### config.mk
export PLATFORM = sky130hd
export DESIGN_NAME = vga_pixel_fetch
export DESIGN_NICKNAME = d
export VERILOG_FILES = /design/src/rtl/vga_pkg.sv /design/src/rtl/vga_delay_line.sv /design/src/rtl/vga_pixel_fetch.sv
export SDC_FILE = /design/constraint.sdc
export NUM_CORES = 1
export LEC_CHECK = 0
export ABC_AREA = 0
export CAP_MARGIN = 0
export CORE_MARGIN = 1.5
export CORE_UTILIZATION = 40
export CTS_CLUSTER_SIZE = 12
export DETAILED_ROUTE_END_ITERATION = 16
export SLEW_MARGIN = 15
export SYNTH_ARGS = -nofsm -noshare
export SYNTH_HDL_FRONTEND = slang
export SYNTH_SLANG_ARGS = --single-unit
### constraint.sdc
create_clock -name clk25 -period 2.6 [get_ports clk25]
set_input_delay 0.26 -clock clk25 [delete_from_list [all_inputs] [get_ports clk25]]
set_output_delay 0.26 -clock clk25 [all_outputs]
set_load 0.02 [all_outputs]
### src/rtl/vga_pkg.sv
// vga_pkg: shared frame-buffer geometry, RGB444 field layout and
// the control bundle carried alongside each pixel.
package vga_pkg;
    localparam int H_ACT_DEF = 160;
    localparam int V_ACT_DEF = 120;
    localparam int FB_DEPTH  = H_ACT_DEF * V_ACT_DEF;
    localparam int ADDR_W    = 15;
    localparam int RED_LSB   = 8;
    localparam int GRN_LSB   = 4;
    localparam int BLU_LSB   = 0;
    typedef logic [11:0] rgb444_t;
    typedef struct packed {
        logic hsync;
        logic vsync;
        logic nblank;
        logic active;
    } vga_ctl_t;
    // syncs idle high, nothing displayed, outside the window
    localparam vga_ctl_t CTL_IDLE = '{hsync: 1'b1, vsync: 1'b1, nblank: 1'b0, active: 1'b0};
endpackage

### src/rtl/vga_delay_line.sv
// vga_delay_line: DEPTH-stage shift register with a per-bit reset value.
module vga_delay_line #(
    parameter int WIDTH = 1,
    parameter int DEPTH = 1,
    parameter logic [WIDTH-1:0] RST_VAL = '0
) (
    input  logic             clk25,
    input  logic             reset_n,
    input  logic [WIDTH-1:0] d,
    output logic [WIDTH-1:0] q
);
    logic [WIDTH-1:0] stage [DEPTH];

    always_ff @(posedge clk25) begin
        if (!reset_n) begin
            for (int i = 0; i < DEPTH; i++) stage[i] <= RST_VAL;
        end else begin
            stage[0] <= d;
            for (int i = 1; i < DEPTH; i++) stage[i] <= stage[i-1];
        end
    end

    assign q = stage[DEPTH-1];
endmodule

### src/rtl/vga_pixel_fetch.sv
// vga_pixel_fetch: walks the frame buffer in step with the VGA timing stream
// and emits registered RGB444 with syncs aligned to the read latency.
module vga_pixel_fetch
    import vga_pkg::*;
#(
    parameter int          H_ACT      = H_ACT_DEF,
    parameter int          V_ACT      = V_ACT_DEF,
    parameter int          RAM_LAT    = 1,
    parameter logic [11:0] BORDER_RGB = 12'h000
) (
    input  logic              clk25,
    input  logic              reset_n,
    input  logic              vga_hsync_in,
    input  logic              vga_vsync_in,
    input  logic              nBlank_in,
    input  logic              activeArea_in,
    output logic [ADDR_W-1:0] frame_addr,
    input  logic [11:0]       frame_pixel,
    output logic [3:0]        vga_red,
    output logic [3:0]        vga_green,
    output logic [3:0]        vga_blue,
    output logic              vga_hsync,
    output logic              vga_vsync,
    output logic              nBlank,
    output logic              frame_start,
    output logic              line_err,
    output logic              overrun
);
    localparam int LAT = RAM_LAT + 2;
    localparam logic [ADDR_W-1:0] FRAME_PIX = ADDR_W'(H_ACT * V_ACT);
    localparam logic [ADDR_W-1:0] LAST_ADDR = FRAME_PIX - 1'b1;

    if (RAM_LAT < 1 || RAM_LAT > 4) $error("RAM_LAT must be 1..4");

    logic [ADDR_W-1:0] addr_cnt;
    logic              vsync_q;
    logic              vs_fall;
    logic [7:0]        run_cnt;
    rgb444_t           pix_q;
    rgb444_t           colour_nx;
    vga_ctl_t          ctl_in;
    vga_ctl_t          ctl_d;

    assign vs_fall = vsync_q & ~vga_vsync_in;
    assign ctl_in  = '{hsync: vga_hsync_in, vsync: vga_vsync_in, nblank: nBlank_in, active: activeArea_in};

    always_ff @(posedge clk25) begin
        if (!reset_n) begin
            addr_cnt    <= '0;
            frame_addr  <= '0;
            vsync_q     <= 1'b1;
            frame_start <= 1'b0;
            overrun     <= 1'b0;
        end else begin
            vsync_q     <= vga_vsync_in;
            frame_start <= vs_fall;
            if (vs_fall) begin
                // a rewind coinciding with an active sample fetches pixel 0 now
                addr_cnt <= ADDR_W'(activeArea_in);
                overrun  <= 1'b0;
                if (activeArea_in) frame_addr <= '0;
            end else if (activeArea_in) begin
                if (addr_cnt == FRAME_PIX) begin
                    frame_addr <= LAST_ADDR;
                    overrun    <= 1'b1;
                end else begin
                    frame_addr <= addr_cnt;
                    addr_cnt   <= addr_cnt + 1'b1;
                end
            end
        end
    end

    always_ff @(posedge clk25) begin
        if (!reset_n) begin
            run_cnt  <= '0;
            line_err <= 1'b0;
        end else if (activeArea_in) begin
            run_cnt <= (run_cnt == 8'hFF) ? run_cnt : run_cnt + 1'b1;
        end else if (run_cnt != 8'd0) begin
            line_err <= line_err | (run_cnt != 8'(H_ACT));
            run_cnt  <= '0;
        end
    end

    // LAT stages here plus the output register give the full LAT-cycle delay
    vga_delay_line #(
        .WIDTH   (4),
        .DEPTH   (LAT),
        .RST_VAL (CTL_IDLE)
    ) u_ctl_delay (
        .clk25   (clk25),
        .reset_n (reset_n),
        .d       (ctl_in),
        .q       (ctl_d)
    );

    assign colour_nx = ctl_d.active ? pix_q : ctl_d.nblank ? BORDER_RGB : 12'h000;

    always_ff @(posedge clk25) begin
        if (!reset_n) begin
            pix_q     <= '0;
            vga_red   <= '0;
            vga_green <= '0;
            vga_blue  <= '0;
            vga_hsync <= 1'b1;
            vga_vsync <= 1'b1;
            nBlank    <= 1'b0;
        end else begin
            pix_q     <= frame_pixel;
            vga_red   <= colour_nx[RED_LSB +: 4];
            vga_green <= colour_nx[GRN_LSB +: 4];
            vga_blue  <= colour_nx[BLU_LSB +: 4];
            vga_hsync <= ctl_d.hsync;
            vga_vsync <= ctl_d.vsync;
            nBlank    <= ctl_d.nblank;
        end
    end
endmodule

==> results list <==
- Dividing the detail-routed wire length by the instance count gives 12.3 µm.
* Mapped Avg Cell Area: 9.85 µm²
* Sequential cell area fraction in the yosys report: 0.544
- Fill cells in the final layout number a little under 700.
- In the finished design, the share of the clock period the worst path needs comes to 0.843.
- After clock tree synthesis, the repair step resized 0 gates.
- Clock skew after layout: about 5.7 ps
* Biggest area consumer among synthesized cells: sky130_fd_sc_hd__dfxtp_1
- The number of hold buffers added after CTS was 0.
* H-tree levels: 3
- Number of nets in the finished design: around 370
- In this run the horizontal extent of the chip is between 80 and 90 µm.
* Part of the total power dissipated in combinational logic: 0.051
* Per-cell via count in the routed design: 4.84
- Initial core utilization: 0.410
- The clock reaches the later pin of the worst-skew pair after 350 ps.
* Initial antenna violation count: 0
- Worst path cell trace: inv_1 -> ha_1 -> or4bb_4 -> nor4_4 -> buf_4 -> nor2_1 -> o21ai_0
- Sinks on Clock Net: 80
- The flow ran to the end, and the final reports show no timing, DRC or antenna violations.
- Cell with the largest stage delay on the worst path: sky130_fd_sc_hd__or4bb_4
* Area inside the core boundary: just over 0.007 mm²
- Mapped cell area: 0.00294 mm²
* Final hold viol count: 0
* Internal Pwr Total: roughly 1800 µW
- Setup repair after global routing missed its margin: false
- For this block, the initial DRC count from the detailed router was just over 60.
- Worst VDD drop: ~0.00036 V
* Most frequent standard cell in the layout excluding fill and tap cells: sky130_fd_sc_hd__dfxtp_1
* Number of global-route vias before repair: 2123
* Setup crit start kind: flop
* Kind of capture point of the worst setup path: flop
* Hold crit path type: reg -> reg
* Estimated wirelength of the detail-placed design: ~3900 µm
* Aggregate negative setup slack: 0 ps
- Required time of the critical path: 2880 ps
- Yosys printed 0 warnings.
* Deepest clock path buffer count: 2
- In the routed design, unresolved DRC markers number 0.
- 51 I/O pins were placed.
- In this run, synthesis inferred 0 flip-flops with an integrated enable.
- Vias post-DR: around 2200
- In this run the post-CTS setup repair buffer count came out at 0.
- Largest cells by area after synthesis: sky130_fd_sc_hd__dfxtp_1 54%, sky130_fd_sc_hd__and2_1 4.2%, sky130_fd_sc_hd__and3_1 3.8%, sky130_fd_sc_hd__nand3_1 3.1%, sky130_fd_sc_hd__nand2_1 3.1%
- The repair_antennas step left the layout with diodes totalling 0.
* Layout cell share with drive strength beyond 1: 0.0901
- Slew at the pin with the worst max-slew slack: roughly 530 ps
- In the synthesized netlist the dominant register cell turns out to be sky130_fd_sc_hd__dfxtp_1.
- From bottom edge to top edge, the die measures between 80 and 90 µm.
* Aggregate global-route resource usage: 0.156
- The tool flagged a number of max-cap violations equal to 0.
- Total design power: between 2000 and 2500 µW
- The total overflow left after global routing is 0.
- Derived from the worst setup path, the maximum achievable clock frequency is approximately 0.46 GHz.
- Drt pass-1 iters: 4
- After routing the design area is between 0.003 and 0.004 mm².
- After clock tree synthesis, the clock-pin slew on the worst setup and hold paths is 90 ps.
- The die covers between 0.007 and 0.008 mm².
- Of all flip-flops after synthesis, the portion carrying an async set or reset was 0.
- Of the total power, the share spent switching nets is 0.243.
* FF+latch count, synth: 80
* TritonCTS clock tree: built
* Crit path max fanout: 9
- Total Routed Length: between 5000 and 6000 µm
- Buffer type at the clock tree root: sky130_fd_sc_hd__clkbuf_8
- Once detail routing completed, the nets flagged for antenna violations numbered 0.
* Rows: 31
* Largest net degree at the start of global routing: 40
- The largest single stage delay on the critical path is between 500 and 600 ps.
* Category of the most critical setup path: reg -> reg
* Power per unit of standard cell area: 630 mW/mm²
* Cells after synthesis: 299
- At the worst endpoint, the arrival time is about 2500 ps.
- Routability-driven placement finished with a final weighted congestion of slightly below 0.8.
- The number of different library cells used by synthesis comes to 44.
* Post-layout min period: ~2200 ps
- The number of nets handed over by synthesis was about 320.
- Reg power frac: 0.539
- Sw power: roughly 570 µW
- Pleak: ~0.0014 µW
- TritonCTS buffer count: 9
- Number of pins with negative max-slew slack in the final report: 0
- Share of the synthesized area in the top cell type: 0.544
* Placed instance area: 0.00351 mm²
* Final setup fails: 0
* Commonest cells after routing, fill and taps aside: 80 x sky130_fd_sc_hd__dfxtp_1, 50 x sky130_fd_sc_hd__clkdlybuf4s50_1, 24 x sky130_fd_sc_hd__nand2_1, 22 x sky130_fd_sc_hd__nor2_1, 20 x sky130_fd_sc_hd__and2_1
- First-pass GRT wire length: about 9500 µm
* Clock group share of total power: 0.410
- During placement, the flow inserted port buffers numbering 50.
- Area delta synth->final: 26.3%
* Worst-case headroom to the max-slew limit: 0.649
## synth_stat cells, drive strengths merged, types with 6 or more instances
cell,instances
clkbuf,12
nand2,24
and3,18
inv,6
xor2,10
dfxtp,80
nand2b,9
and2,20
nand3,18
a21oi,11
a21boi,8
nand4,9
o21ai,14
nor2,22
## metal layers
metal	vias up	share of wire	GRT usage
met5	-	0	0
met4	0	0.023	0.0781
met3	11	0.026	0.0373
met2	29	0.46	0.242
met1	1028	0.49	0.202
li1	1128	-	-
## area by class of cell
type | count | area, µm² | share of cell area
Timing Repair Buffer | 56 | 546 | 0.147
Clock inverter | 7 | 86.3 | 0.0232
Multi-Input combinational cell | 196 | 1210 | 0.325
Tap cell | 99 | 124 | 0.0333
Inverter | 7 | 26.3 | 0.00707
Sequential cell | 80 | 1600 | 0.431
Clock buffer | 9 | 124 | 0.0333
## worst paths after layout
check	from	endpoint	slack, ps	depth (start not counted)
max	addr_cnt[0]$_SDFFE_PN0P_	frame_addr[0]$_SDFFE_PN0P_	410	7
min	u_ctl_delay.stage[0][10]$_SDFF_PN1_	vga_vsync$_SDFF_PN1_	410	1
max reg2reg	addr_cnt[0]$_SDFFE_PN0P_	frame_addr[0]$_SDFFE_PN0P_	410	7
min reg2reg	u_ctl_delay.stage[0][10]$_SDFF_PN1_	vga_vsync$_SDFF_PN1_	410	1
## kinds of logic after synthesis
family	Yosys count	share of synthesized area
mux	1	0.00340
flops	80	0.544
simple gates	139	0.269
buf+inv	23	0.0450
compound gates	39	0.0829
xor+xnor	13	0.0387
fa+ha+maj	4	0.0170
## critical path, delay by kind of cell, from the launching register on
kind	cells	cell delay [ps]
simple gates	3	1090
buf+inv	2	360
compound gates	1	130
fa+ha+maj	1	150
flops	1	390
## per-stage QoR
stage | util | instances | setup WS (ps) | hold WS, ps
after floorplan | - | 299 | 710 | 361
after global placement | 0.489 | 438 | 481 | 388
after detailed placement | 0.489 | 438 | 435 | 392
after CTS | 0.518 | 454 | 408 | 417
after global routing | 0.518 | 454 | 209 | 438
final | 0.518 | 454 | 409 | 414
## state kept, by name (all words and copies together), names as in the netlist
signal	flops
addr_cnt	15
frame_addr	15
pix_q	12
u_ctl_delay.stage	12
run_cnt	8
vga_blue	4
vga_green	4
vga_red	4
frame_start	1
line_err	1
nBlank	1
overrun	1
vga_hsync	1
vga_vsync	1
## power groups by stage
stage / Combinational, µW / Clock, µW / Sequential, µW
after floorplan: 68.1 / 0 / 1300
after global placement: 118 / 0 / 1290
after detailed placement: 119 / 0 / 1290
after CTS: 120 / 991 / 1260
after global routing: 132 / 1050 / 1270
final: 119 / 961 / 1260
(Power assumes the default switching activity.)
